==> config.mk <==
export PLATFORM = sky130hd
export DESIGN_NAME = plca_beacon_gen
export DESIGN_NICKNAME = d
export VERILOG_FILES = /design/src/rtl/plca_pkg.sv /design/src/rtl/plca_bt_counter.sv /design/src/rtl/plca_beacon_gen.sv
export SDC_FILE = /design/constraint.sdc
export NUM_CORES = 1
export LEC_CHECK = 0
export CAP_MARGIN = 20
export CORE_UTILIZATION = 55
export DETAILED_ROUTE_END_ITERATION = 7
export GPL_ROUTABILITY_DRIVEN = 0
export PLACE_DENSITY = 0.87
export SETUP_SLACK_MARGIN = 0.3
export SLEW_MARGIN = 10
export SYNTH_ARGS = -nofsm -noshare
export SYNTH_HDL_FRONTEND = slang
export SYNTH_SLANG_ARGS = --single-unit
export TNS_END_PERCENT = 30
==> constraint.sdc <==
create_clock -name clk -period 4.1 [get_ports clk]
set_input_delay 0.41 -clock clk [delete_from_list [all_inputs] [get_ports clk]]
set_output_delay 0.41 -clock clk [all_outputs]
set_load 0.01 [all_outputs]
==> src/rtl/plca_pkg.sv <==
// Shared definitions for the PLCA coordinator beacon generator.
package plca_pkg;

  localparam int PLCA_ID_W     = 8;
  localparam int BEACON_BT_DEF = 20;
  localparam int TO_BT_DEF     = 32;

  typedef enum logic [1:0] {
    DISABLED    = 2'd0,
    SEND_BEACON = 2'd1,
    WAIT_TO     = 2'd2,
    ACTIVE      = 2'd3
  } plca_state_t;

endpackage

==> src/rtl/plca_bt_counter.sv <==
// Bit-time counter: clears on request, counts bt_tick while enabled and flags
// the tick on which the programmed limit is reached.
module plca_bt_counter #(
  parameter int CNT_W = 9
) (
  input  logic             clk,
  input  logic             reset_n,
  input  logic             bt_tick,
  input  logic             clr,
  input  logic             en,
  input  logic [CNT_W-1:0] limit,
  output logic [CNT_W-1:0] count,
  output logic             expire
);

  // Counter register: clear wins over counting; hold when not enabled.
  always_ff @(posedge clk or negedge reset_n) begin
    if (!reset_n)          count <= '0;
    else if (clr)          count <= '0;
    else if (en && bt_tick) count <= count + 1'b1;
  end

  assign expire = en && bt_tick && (count == (limit - 1'b1));

endmodule

==> src/rtl/plca_beacon_gen.sv <==
// PLCA coordinator: sends BEACON, then walks cur_id through the transmit
// opportunities of the cycle. ADVANCE is not a state; it is resolved inside
// the transition out of WAIT_TO / ACTIVE.
//
//   state       | meaning
//   DISABLED    | not coordinator or PLCA off, outputs idle
//   SEND_BEACON | BEACON on the wire for BEACON_BT bit times
//   WAIT_TO     | transmit opportunity for cur_id, to_timer running
//   ACTIVE      | channel busy, to_timer held until carrier drops
module plca_beacon_gen
  import plca_pkg::*;
#(
  parameter int BEACON_BT = BEACON_BT_DEF,
  parameter int TO_BT     = TO_BT_DEF,
  parameter int ID_W      = PLCA_ID_W,
  parameter int CNT_W     = 9
) (
  input  logic            clk,
  input  logic            reset_n,
  input  logic            bt_tick,
  input  logic            plca_en,
  input  logic [ID_W-1:0] local_node_id,
  input  logic [ID_W-1:0] node_count,
  input  logic            crs,
  output logic            beacon,
  output logic [ID_W-1:0] cur_id,
  output logic            tx_op,
  output logic            to_done,
  output logic            cycle_start
);

  plca_state_t     state, state_nxt;
  logic [ID_W-1:0] cur_id_nxt;
  logic [ID_W-1:0] last_id;
  logic            active, adv;
  logic            cnt_clr, cnt_en, expire;
  logic [CNT_W-1:0] cnt_limit, count;
  logic            beacon_d, tx_op_d, to_done_d, cycle_start_d;

  assign active    = plca_en && (local_node_id == '0);
  // node_count of 0 or 1 both mean a single opportunity (ID 0 only).
  assign last_id   = (node_count < ID_W'(2)) ? '0 : node_count - 1'b1;
  assign cnt_limit = (state == SEND_BEACON) ? CNT_W'(BEACON_BT) : CNT_W'(TO_BT);
  assign cnt_en    = (state == SEND_BEACON) || (state == WAIT_TO);
  // Every phase change (including WAIT_TO -> WAIT_TO on advance) restarts timing.
  assign cnt_clr   = (state_nxt != state) || adv;

  plca_bt_counter #(.CNT_W(CNT_W)) u_bt_counter (
    .clk     (clk),
    .reset_n (reset_n),
    .bt_tick (bt_tick),
    .clr     (cnt_clr),
    .en      (cnt_en),
    .limit   (cnt_limit),
    .count   (count),
    .expire  (expire)
  );

  // State register and registered outputs.
  always_ff @(posedge clk or negedge reset_n) begin
    if (!reset_n) begin
      state       <= DISABLED;
      cur_id      <= '0;
      beacon      <= 1'b0;
      tx_op       <= 1'b0;
      to_done     <= 1'b0;
      cycle_start <= 1'b0;
    end else begin
      state       <= state_nxt;
      cur_id      <= cur_id_nxt;
      beacon      <= beacon_d;
      tx_op       <= tx_op_d;
      to_done     <= to_done_d;
      cycle_start <= cycle_start_d;
    end
  end

  // Next state and next cur_id, with the advance step folded in.
  always_comb begin
    state_nxt  = state;
    cur_id_nxt = cur_id;
    adv        = 1'b0;
    if (!active) begin
      state_nxt  = DISABLED;
      cur_id_nxt = '0;
    end else begin
      case (state)
        DISABLED: begin
          state_nxt  = SEND_BEACON;
          cur_id_nxt = '0;
        end
        SEND_BEACON: begin
          // crs is our own BEACON here, so it is not looked at.
          if (expire) begin
            state_nxt  = WAIT_TO;
            cur_id_nxt = '0;
          end
        end
        WAIT_TO: begin
          if (crs)         state_nxt = ACTIVE;
          else if (expire) adv       = 1'b1;
        end
        ACTIVE: begin
          if (!crs) adv = 1'b1;
        end
        default: state_nxt = DISABLED;
      endcase
      if (adv) begin
        // >= rather than == so a shrinking node_count ends the cycle cleanly.
        if (cur_id >= last_id) begin
          state_nxt  = SEND_BEACON;
          cur_id_nxt = '0;
        end else begin
          state_nxt  = WAIT_TO;
          cur_id_nxt = cur_id + 1'b1;
        end
      end
    end
  end

  // Next values of the registered outputs.
  always_comb begin
    beacon_d      = (state_nxt == SEND_BEACON);
    cycle_start_d = (state_nxt == SEND_BEACON) && (state != SEND_BEACON);
    to_done_d     = active && (state == WAIT_TO) && !crs && expire;
    tx_op_d       = (state_nxt == WAIT_TO) && (cur_id_nxt == local_node_id) && !crs;
  end

endmodule

==> summary.txt <==
leakage power summed over all cells = 0.000982 uW
Max stage delay on crit path = 570 ps
area of the die = 3620 um2
GR Overflow Total = 0
dpl ws = 260 ps
per-instance average area after synthesis = 9.26 um2
list of cells traversed by the critical path = clkdlybuf4s50_1 -> or4_1 -> o41ai_1 -> ha_1 -> and2_1 -> a221o_1 -> a31oi_1 -> nor3b_2 -> a311o_2 -> xnor2_2 -> nor4_1
wire length per cell = 15.4 um
final layout net count = 275
buffers inserted during post-CTS setup optimization = 0
DRC marker count from the first detailed-route iteration = 86
clk sinks = 23
leading cell type by number of instances after synthesis = sky130_fd_sc_hd__dfrtp_1
class of the tightest hold or removal check = in2async
number of top-level pins = 33
number of antenna violations at the first check in global routing = 0
CP Capture Type = flop
top post-synthesis cells by area = sky130_fd_sc_hd__dfrtp_1 (31%), sky130_fd_sc_hd__ha_1 (11%), sky130_fd_sc_hd__nor2_1 (4.4%), sky130_fd_sc_hd__nor4_1 (3.7%), sky130_fd_sc_hd__xnor2_1 (2.8%)
post-route minimum period = 3570 ps
CTS tree = built
CP Buf/Inv Count = 1
number of register bits inferred by synthesis = 23
initial cell density of the core = 59.5%
DIE WIDTH = 60.2 um
share of Yosys cell area claimed by the top area cell type = 30.9%
remaining design rule violation count = 0
Cells after Synth = 201
via count = 1,737
number of placement rows = 20
Synthesized Nets = 238
diode insertion count for antenna repair = 0
number of input and output port buffers inserted = 32
post-route ant nets = 0
count of flip-flops with a built-in enable after synthesis = 0
die height = 60.2 um
ratio of final minimum period to clock period = 87.2%
first-pass GRT wire length = 7.23 mm
setup violation total in the final timing report = 0
GRT Resource Usage Total = 26.9%
number of warnings printed during yosys synthesis = 0
count of H-tree levels built during CTS = 1
pin count of the biggest net entering global routing = 24
Critical Path RT = 4310 ps
power density of the placed cells = 169 nW/um2
detail-routed via count per cell = 6.18
Syn Std Cell Area = 1860 um2
Worst Reg-to-Reg Cells = 8
floorplan core area = 3130 um2
leading register cell type out of synthesis = sky130_fd_sc_hd__dfrtp_1
critical path launch point type = input port
cell taking the most area after synthesis = sky130_fd_sc_hd__dfrtp_1
Fin. Hold Viols = 0
count of unique library cells instantiated by Yosys = 58
Root Buffer = sky130_fd_sc_hd__clkbuf_4
TNS Setup = 0 ps
post-synthesis to final-layout area growth = 22.5%
fraction of layout instances using a drive strength above 1 = 10.5%
final HPWL from detailed placement = 3.40 mm
Gates resized, CTS repair = 0
path length in cells of the critical path = 11
Arrival @ worst endpoint = 3780 ps
relative max-transition margin = 54.9%
maximum clock insertion buffer count = 2
reported max-cap violation count = 0
TritonCTS buffer count = 3
Pre-antenna DRT Iters = 4
clock insertion delay at the later pin of the skew report = 310 ps
worst-margin pin slew = 671 ps
proportion of synthesized chip area in sequential cells = 30.9%
outcome = finished clean
cts hold-fix bufs = 0
detailed-route wire length = 4.33 mm
peak supply drop = 0.000231 V
standard cell with the maximum stage delay on the critical path = sky130_fd_sc_hd__or4_1
Clock transition at path regs = 130 ps
most numerous cell types in the synthesized netlist = sky130_fd_sc_hd__dfrtp_1 (23), sky130_fd_sc_hd__nor2_1 (22), sky130_fd_sc_hd__ha_1 (16)
number of pins exceeding their max-slew limit in the final report = 0
critical path's top delay family = simple AND/OR/NAND/NOR gates
share of synthesized flip-flops with an asynchronous set or reset = 100%
maximum fanout along the worst path = 9
highest attainable clock frequency = 280 MHz
largest clock skew in the final design = 6.16 ps
critical setup path kind = in2reg
number of global-route vias before repair = 1,669
Worst Setup Slack, final = 526 ps
unrepaired setup endpoints after global routing = false
state kept, by name, indices dropped and copies added, names as in the netlist:
| register | cells |
|---|---|
| cur_id | 8 |
| cycle_start | 1 |
| beacon | 1 |
| tx_op | 1 |
| to_done | 1 |
| u_bt_counter.count | 9 |
| state | 2 |
path summary, 6_finish.rpt:
path                                                    from                                 to  slack [ps]
setup / recovery                               node_count[3]  u_bt_counter.count[4]$_DFFE_PN0P_         530
min in group clk           u_bt_counter.count[8]$_DFFE_PN0P_  u_bt_counter.count[8]$_DFFE_PN0P_         620
hold reg to reg            u_bt_counter.count[8]$_DFFE_PN0P_  u_bt_counter.count[8]$_DFFE_PN0P_         620
setup reg to reg                          state[1]$_DFF_PN0_  u_bt_counter.count[4]$_DFFE_PN0P_        1060
hold / removal                                       reset_n  u_bt_counter.count[2]$_DFFE_PN0P_         450
max in group asynchronous                            reset_n                cur_id[2]$_DFF_PN0_        3180
report_power, final:
| part | leakage (uW) | internal (uW) | total, uW | switching [uW] |
|---|---|---|---|---|
| combinational | 0.000646 | 28.0 | 51.0 | 23.0 |
| clock | 0.0000139 | 37.2 | 106 | 68.6 |
| sequential | 0.000321 | 227 | 228 | 0.544 |
kinds of logic after synthesis:
group | Yosys count | share of synthesized area, %
flip-flops | 23 | 30.9
AND/OR/NAND/NOR | 96 | 30.1
multiplexers | 4 | 2.22
AO/OA/AOI/OAI | 34 | 15.7
XOR/XNOR | 13 | 6.93
adder cells (fa/ha/maj) | 16 | 10.8
buffers and inverters | 15 | 3.29
metrics by stage:
stage	instances	instance area (um2)	hold slack, ps	power, uW	utilization, %
2_1_floorplan	201	1860	114	250	-
3_3_place_gp	276	2230	560	280	71.4
3_5_place_dp	276	2230	595	282	71.4
4_1_cts	280	2260	616	386	72.4
5_1_grt	281	2280	480	405	72.9
6_report	281	2280	448	385	72.9
final cells by class:
class	count	area [um2]
Timing Repair Buffer	35	350
Clock inverter	1	7.51
Sequential cell	23	576
Multi-Input combinational cell	163	1220
Tap cell	44	55.1
Fill cell	229	848
Inverter	12	45.0
Clock buffer	3	22.5
worst register-to-register path: cells and delay by family, from the launching register on:
family	cells	cell delay, ps
compound gates	3	1010
simple gates	2	790
flops	1	450
fa+ha+maj	1	270
xor+xnor	1	230
buf+inv	1	180
layout by cell type, fill, tap and decap left out, types with 2 or more instances in the layout:
master and n:
sky130_fd_sc_hd__nand4_1 3, sky130_fd_sc_hd__xor2_1 5, sky130_fd_sc_hd__ha_1 16, sky130_fd_sc_hd__o21ai_1 3
sky130_fd_sc_hd__nor2_1 22, sky130_fd_sc_hd__nand3b_1 4, sky130_fd_sc_hd__mux2i_1 3, sky130_fd_sc_hd__clkdlybuf4s50_1 32
sky130_fd_sc_hd__xnor2_2 2, sky130_fd_sc_hd__nor2b_1 2, sky130_fd_sc_hd__inv_1 12, sky130_fd_sc_hd__and3_1 4
sky130_fd_sc_hd__nand2_1 13, sky130_fd_sc_hd__clkbuf_4 3, sky130_fd_sc_hd__nand3_1 7, sky130_fd_sc_hd__dfrtp_1 23
sky130_fd_sc_hd__and2_1 3, sky130_fd_sc_hd__a21oi_1 8, sky130_fd_sc_hd__xnor2_1 6, sky130_fd_sc_hd__a31oi_1 2
sky130_fd_sc_hd__or3_1 4, sky130_fd_sc_hd__buf_4 2, sky130_fd_sc_hd__nor4_1 11, sky130_fd_sc_hd__nor3_1 5
sky130_fd_sc_hd__or4_1 2, sky130_fd_sc_hd__nand2b_1 6
metal layers:
metal  global-route usage (%)  part of all wire (%)  vias up
met5                        0                     0        -
met3                     6.49                   8.5        4
li1                         -                     -      818
met4                     6.98                  0.78        0
met1                     35.6                    44      841
met2                     43.6                    47       74
Note: power is estimated with default switching activity, not from simulation.
